<file path="config.mk">
export PLATFORM = sky130hd
export DESIGN_NAME = rot_sweep_seq
export DESIGN_NICKNAME = d
export VERILOG_FILES = /design/src/rtl/rot_sweep_seq.sv
export SDC_FILE = /design/constraint.sdc
export NUM_CORES = 1
export LEC_CHECK = 0
export ABC_CLOCK_PERIOD_IN_PS = 2100
export BUFFER_PORTS_ARGS = -buffer_cell sky130_fd_sc_hd__clkbuf_2
export CAP_MARGIN = 20
export CORE_MARGIN = 10
export CORE_UTILIZATION = 30
export CTS_CLUSTER_DIAMETER = 50
export DETAILED_ROUTE_END_ITERATION = 8
export PLACE_DENSITY = 0.61
export SYNTH_ARGS = -nofsm -noshare
export SYNTH_HDL_FRONTEND = slang
export SYNTH_SLANG_ARGS = --single-unit
export TNS_END_PERCENT = 50
</file>
<file path="constraint.sdc">
create_clock -name clk -period 2.1 [get_ports clk]
set_input_delay 0.105 -clock clk [delete_from_list [all_inputs] [get_ports clk]]
set_output_delay 0.105 -clock clk [all_outputs]
set_load 0.01 [all_outputs]
</file>
<file path="src/rtl/rot_sweep_seq.sv">
// rtl/rot_sweep_seq.sv - rotation sweep sequencer wrapped around an 8-bit rotate-left barrel shifter
module rot_sweep_seq (
    input  logic       clk,
    input  logic       rst_n,
    input  logic       in_valid,
    output logic       in_ready,
    input  logic [7:0] in_data,
    input  logic [2:0] in_start,
    input  logic [2:0] in_stride,
    input  logic [2:0] in_count,
    output logic [7:0] sh_data,
    output logic [2:0] sh_shifts,
    input  logic [7:0] sh_result,
    output logic       out_valid,
    input  logic       out_ready,
    output logic [7:0] out_data,
    output logic [2:0] out_shift,
    output logic       out_last,
    output logic       busy
);

    typedef enum logic {
        IDLE = 1'b0,
        RUN  = 1'b1
    } state_t;

    state_t     state;
    logic [2:0] rem;
    logic [2:0] stride;
    logic       issue;

    assign in_ready = (state == IDLE);
    assign busy     = (state == RUN);
    // A beat may be issued when the single output slot is empty or draining this cycle.
    assign issue    = (state == RUN) && (!out_valid || out_ready);

    always_ff @(posedge clk or negedge rst_n) begin
        if (!rst_n) begin
            state     <= IDLE;
            sh_data   <= 8'h00;
            sh_shifts <= 3'd0;
            rem       <= 3'd0;
            stride    <= 3'd0;
            out_valid <= 1'b0;
            out_data  <= 8'h00;
            out_shift <= 3'd0;
            out_last  <= 1'b0;
        end else begin
            if (out_valid && out_ready) begin
                out_valid <= 1'b0;
            end
            case (state)
                IDLE: begin
                    if (in_valid) begin
                        sh_data   <= in_data;
                        sh_shifts <= in_start;
                        rem       <= in_count;
                        stride    <= in_stride;
                        state     <= RUN;
                    end
                end
                RUN: begin
                    if (issue) begin
                        out_data  <= sh_result;
                        out_shift <= sh_shifts;
                        out_last  <= (rem == 3'd0);
                        out_valid <= 1'b1;
                        if (rem == 3'd0) begin
                            state <= IDLE;
                        end else begin
                            sh_shifts <= sh_shifts + stride;
                            rem       <= rem - 3'd1;
                        end
                    end
                end
                default: state <= IDLE;
            endcase
        end
    end

endmodule

</file>
Word-level counts from Yosys, hierarchy flattened
Index checks and enable logic that the tools add are counted.

storage, ports and cells
  bits of input ports = 29
  register bits after elaboration = 31
  logic and storage cells = 38

operators by class
  reduce and logical (&&, ||, !) cells = 8
  mux-type cells = 15
  add/sub/neg operators = 2
  bitwise operators = 1
  equal/unequal tests = 3

operator list
  operator             number
  $mux 3               6
  $pmux 3 s2           2
  $mux 1               6
  $ne 2x2->1 const B   2
  $reduce_and 2->1     2
  $add 3x3->3          1
  $logic_not 3->1      1
  $reduce_and 3->1     1
  $sub 3x1->3 const B  1
  $logic_and 1x1->1    2
  $ne 2x1->1 const B   1
  $pmux 1 s2           1
  $logic_not 1->1      1
  $logic_or 1x1->1     1
  $not 1->1            1

Logic depth before layout (Yosys ltp)
  depth in word-level cells = 5
  depth in mapped cells = 6
  gate-level depth less buffers = 6

Least setup slack after synthesis
Ideal clock, no wire load.

  path kind = register to register
  start = register sh_shifts[0]
  end = register sh_shifts[2]
  data arrival time = 1,591 ps
  data required time = 1,971 ps
  stages on the path, launching flop included = 7
  setup slack = 380 ps
  cell sequence = dfrtp_1 ha_1 fa_1 xor2_1 or3_1 o21ai_0 nor4_1

between the ends
  cells in the longest elaborated chain, start to end = 4

RTL lines
  item                    RTL line  RTL
  start, declared         12        output logic [2:0] sh_shifts,
  start signal, assigned  56        sh_shifts <= in_start;
  start signal, assigned  71        sh_shifts <= sh_shifts + stride;
  $add 3x3->3             71
  $mux 3                  68        if (rem == 3'd0) begin
  $mux 3                  63        if (issue) begin
  $pmux 3 s2              52        case (state)

Every way passes these cells. The select of a mux whose other input is x is not followed.
A chain may end at the register's enable or synchronous reset.

Worst setup path after layout
Ends and elaborated chain as after synthesis.

==> impl_results.md <==
- Syn_area_per_cell: 10.99 um2
- Largest net degree at the start of global routing: 32
- Die Width: 86.87 um
- Final ANT Viol Nets: 0
- Seq/Total Area, Yosys: 57.84%
- Most used routing layer: met2
- CTS root buf: clkbuf_8
- CP Capture Type: register
- Unique masters post-synth: 28
- Pleak: 0.9504 nW
- Unrepaired setup endpoints after global routing: false
- Period Utilization, post-route: 83.00%
- Fin. max-slew vios: 0
- Reg2Reg Setup Slack: between 0.3 and 0.4 ns
- VDD IR max: 307.2 uV
- CTS buffer count: 5
- Tmin final: between 1.5 and 2 ns
- CORE AREA: 4354 um2
- Syn Inst Count: between 100 and 150
- Req. time, crit path: ~2.3 ns
- Setup Viol. Count Final: 0
- Worst hold margin: 0.01130 ns
- CP Launch Type: register
- Slew headroom: 49.29%
- Final hold vios: 0
- Area delta synth->final: 33.12%
- Met3 usage: 3.652%
- Buffers on Ports: 54
- PnR worst setup slack: 0.3571 ns
- Cells after DPL: 227
- Yosys Warn Count: 0
- DP HPWL: between 2 and 3 mm
- Total gr overflow: 0
- Outcome: finished, final reports clean
- Via/cell ratio: 4.530
- # diodes: 0
- H-tree Lvls: 2
- Vias in the first global route: 1,110
- Syn nets: about 160
- Beginning of the critical path: sh_shifts[0]$_DFFE_PN0P_
- DRT Pass-1 Iters: 4
- Fin cells: 236
- Clk slew on worst S/H paths: 0.06 ns
- Worst reg2reg endpoint: sh_shifts[2]$_DFFE_PN0P_
- Postcts setup bufs: 0
- GRT Util Overall: 9.154%
- Drt first-iter violations: 41
- Fin Setup TNS: 0 ns
- PostCTS Resize Cnt: 0
- Fmax: 0.5737 GHz
- Cell area power density: 1520 nW/um2
- Setup CP Type: reg2reg
- Initial core utilization: 30.80%
- Worst Max-Slew Pin Slew: about 0.76 ns
- Placed cell area: 1675 um2
- Standard-cell rows: 24
- Clock Tree Buf Depth: 2
- Routability cong.: 0.7105
- Max Cap Viol: 0
- Setup WS pre-CTS: 0.3682 ns
- DRC errors left: 0
- Seq cells post-synth: 31
- Initial antenna violation count: 0
- Vias post-DR: around 1,100
- R2R Path Start: sh_shifts[0]$_DFFE_PN0P_
- Fraction of layout cells with a size suffix above 1: between 40% and 50%
- Die area: about 7500 um2
- WL/cell: 13.93 um
- Critical Path End: sh_shifts[2]$_DFFE_PN0P_
- Grt met1 use: 9.677%
- Nets: 216
- Top-level I/O count: 55
- Total Wirelength: 3.287 mm
- Die Y: 86.87 um
- R2R depth: 6
- Worst Path Arrival: 1.90 ns
- Cell area after layout: 1785 um2
- Synth Cell Area: 1341 um2
- Worst hold-check path type: in2reg
- CTS tree: done
- Clock Sinks: 31
- GR Util met2: 15.06%
- Worst-Skew Late Latency: between 0.2 and 0.3 ns
- Fin Clk Skew: 0.003467 ns
- First-pass GRT wire length: 5.423 mm
- Worst Path Max Fanout: 4
==> power by group <==
group / internal (W) / switching [W]
logic: 0.000528 / 0.000629
registers: 0.000883 / 0.000164
clock network: 0.000299 / 0.000211
==> sequential cells by signal, summed over array words and instances, names as in the netlist <==
name and flops:
busy 1, out_data 8, out_last 1, out_shift 3, out_valid 1, rem 3
sh_data 8, sh_shifts 3, stride 3
==> final cells by class <==
| cell class | instances | area (um2) |
|---|---|---|
| fill | 442 | 2569 |
| tap | 52 | 65.06 |
| inverter | 3 | 13.76 |
| clock buffer | 8 | 100.1 |
| timing repair buffer | 58 | 302.8 |
| multi-input combinational | 84 | 528.0 |
| sequential | 31 | 775.7 |
==> critical path, stage by stage, from the launching register on <==
cell	delay [ns]
dfrtp_1	0.41
ha_1	0.22
fa_1	0.38
xor2_1	0.17
or3_1	0.30
o21ai_0	0.08
nor4_1	0.07
==> routing by layer <==
| metal | vias to the layer above | routed length [um] |
|---|---|---|
| met3 | 5 | 305 |
| met4 | 0 | 65 |
| met2 | 36 | 1657 |
| met1 | 504 | 1260 |
| li1 | 524 | - |
| met5 | - | 0 |
==> through the flow <==
stage	util [%]	total power, W
floorplan	-	0.001806
global placement	38.48	0.002226
detailed placement	38.48	0.002250
CTS	41.01	0.002773
global route	41.01	0.002953
finish	41.01	0.002713
==> kinds of logic after synthesis <==
logic type,share of synthesized area (%)
AO/OA/AOI/OAI,5.970
XOR/XNOR,0.6531
adder cells (fa/ha/maj),4.291
buffers and inverters,2.799
flip-flops,57.84
multiplexers,10.73
AND/OR/NAND/NOR,17.72
==> cells in the mapped netlist <==
library cell / instances / share of area [%]
inv_4: 1 / 0.47
mux2i_1: 2 / 1.5
nand2_1: 42 / 12
nand3_1: 3 / 1.1
nand2b_4: 1 / 1.0
a211oi_1: 2 / 1.1
dfrtp_1: 31 / 58
inv_1: 2 / 0.56
and2b_1: 1 / 0.56
nand2_2: 1 / 0.47
ha_1: 3 / 2.8
o22a_1: 1 / 0.65
buf_2: 1 / 0.37
nor2_1: 1 / 0.28
clkbuf_1: 2 / 0.56
or3_1: 1 / 0.47
buf_6: 1 / 0.84
a21oi_1: 1 / 0.37
or4_1: 1 / 0.56
a311oi_1: 1 / 0.65
o21ai_0: 6 / 2.2
fa_1: 1 / 1.5
a31oi_2: 1 / 0.93
nand2b_1: 1 / 0.47
mux2_2: 11 / 9.2
nor3b_1: 1 / 0.56
xor2_1: 1 / 0.65
nor4_1: 1 / 0.47
==> cells in the final DEF (no fill, tap or decap) <==
master         Yosys  layout
fa_1               1       1
o22a_1             1       1
inv_4              1       1
nor2_1             1       1
clkbuf_1           2       1
nand2_2            1       1
dlygate4sd3_1      0       1
xor2_1             1       1
a31oi_2            1       1
a211oi_1           2       2
nand3_1            3       3
ha_1               3       3
clkbuf_8           0       7
dfrtp_1           31      31
buf_4              0       3
clkbuf_2           0      54
nor3b_1            1       1
nor4_1             1       1
nand2b_1           1       1
or3_1              1       1
mux2_2            11      11
inv_1              2       2
and2b_1            1       1
o21ai_0            6       6
nand2_1           42      42
or4_1              1       1
a311oi_1           1       1
nand2b_4           1       1
mux2i_1            2       2
a21oi_1            1       1
==> timing repair <==
item                                   4_1_cts  5_1_grt
endpoints found under the hold margin       31        0
setup endpoints to repair                    0        0
hold buffers                                 1        0
==> worst min-delay path by stage <==
stage | endpoint | depth (start not counted) | start | slack, ns
after floorplan | busy$_DFF_PN0_ | 0 | rst_n | -0.19
after global placement | out_shift[2]$_DFFE_PN0P_ | 1 | rst_n | 0.23
after detailed placement | out_shift[2]$_DFFE_PN0P_ | 1 | rst_n | 0.22
after CTS | sh_data[3]$_DFFE_PN0P_ | 3 | in_data[3] | 0.002
after global routing | sh_data[2]$_DFFE_PN0P_ | 3 | in_data[2] | 0.02
final | sh_data[3]$_DFFE_PN0P_ | 3 | in_data[3] | 0.01
(Power assumes the default switching activity.)
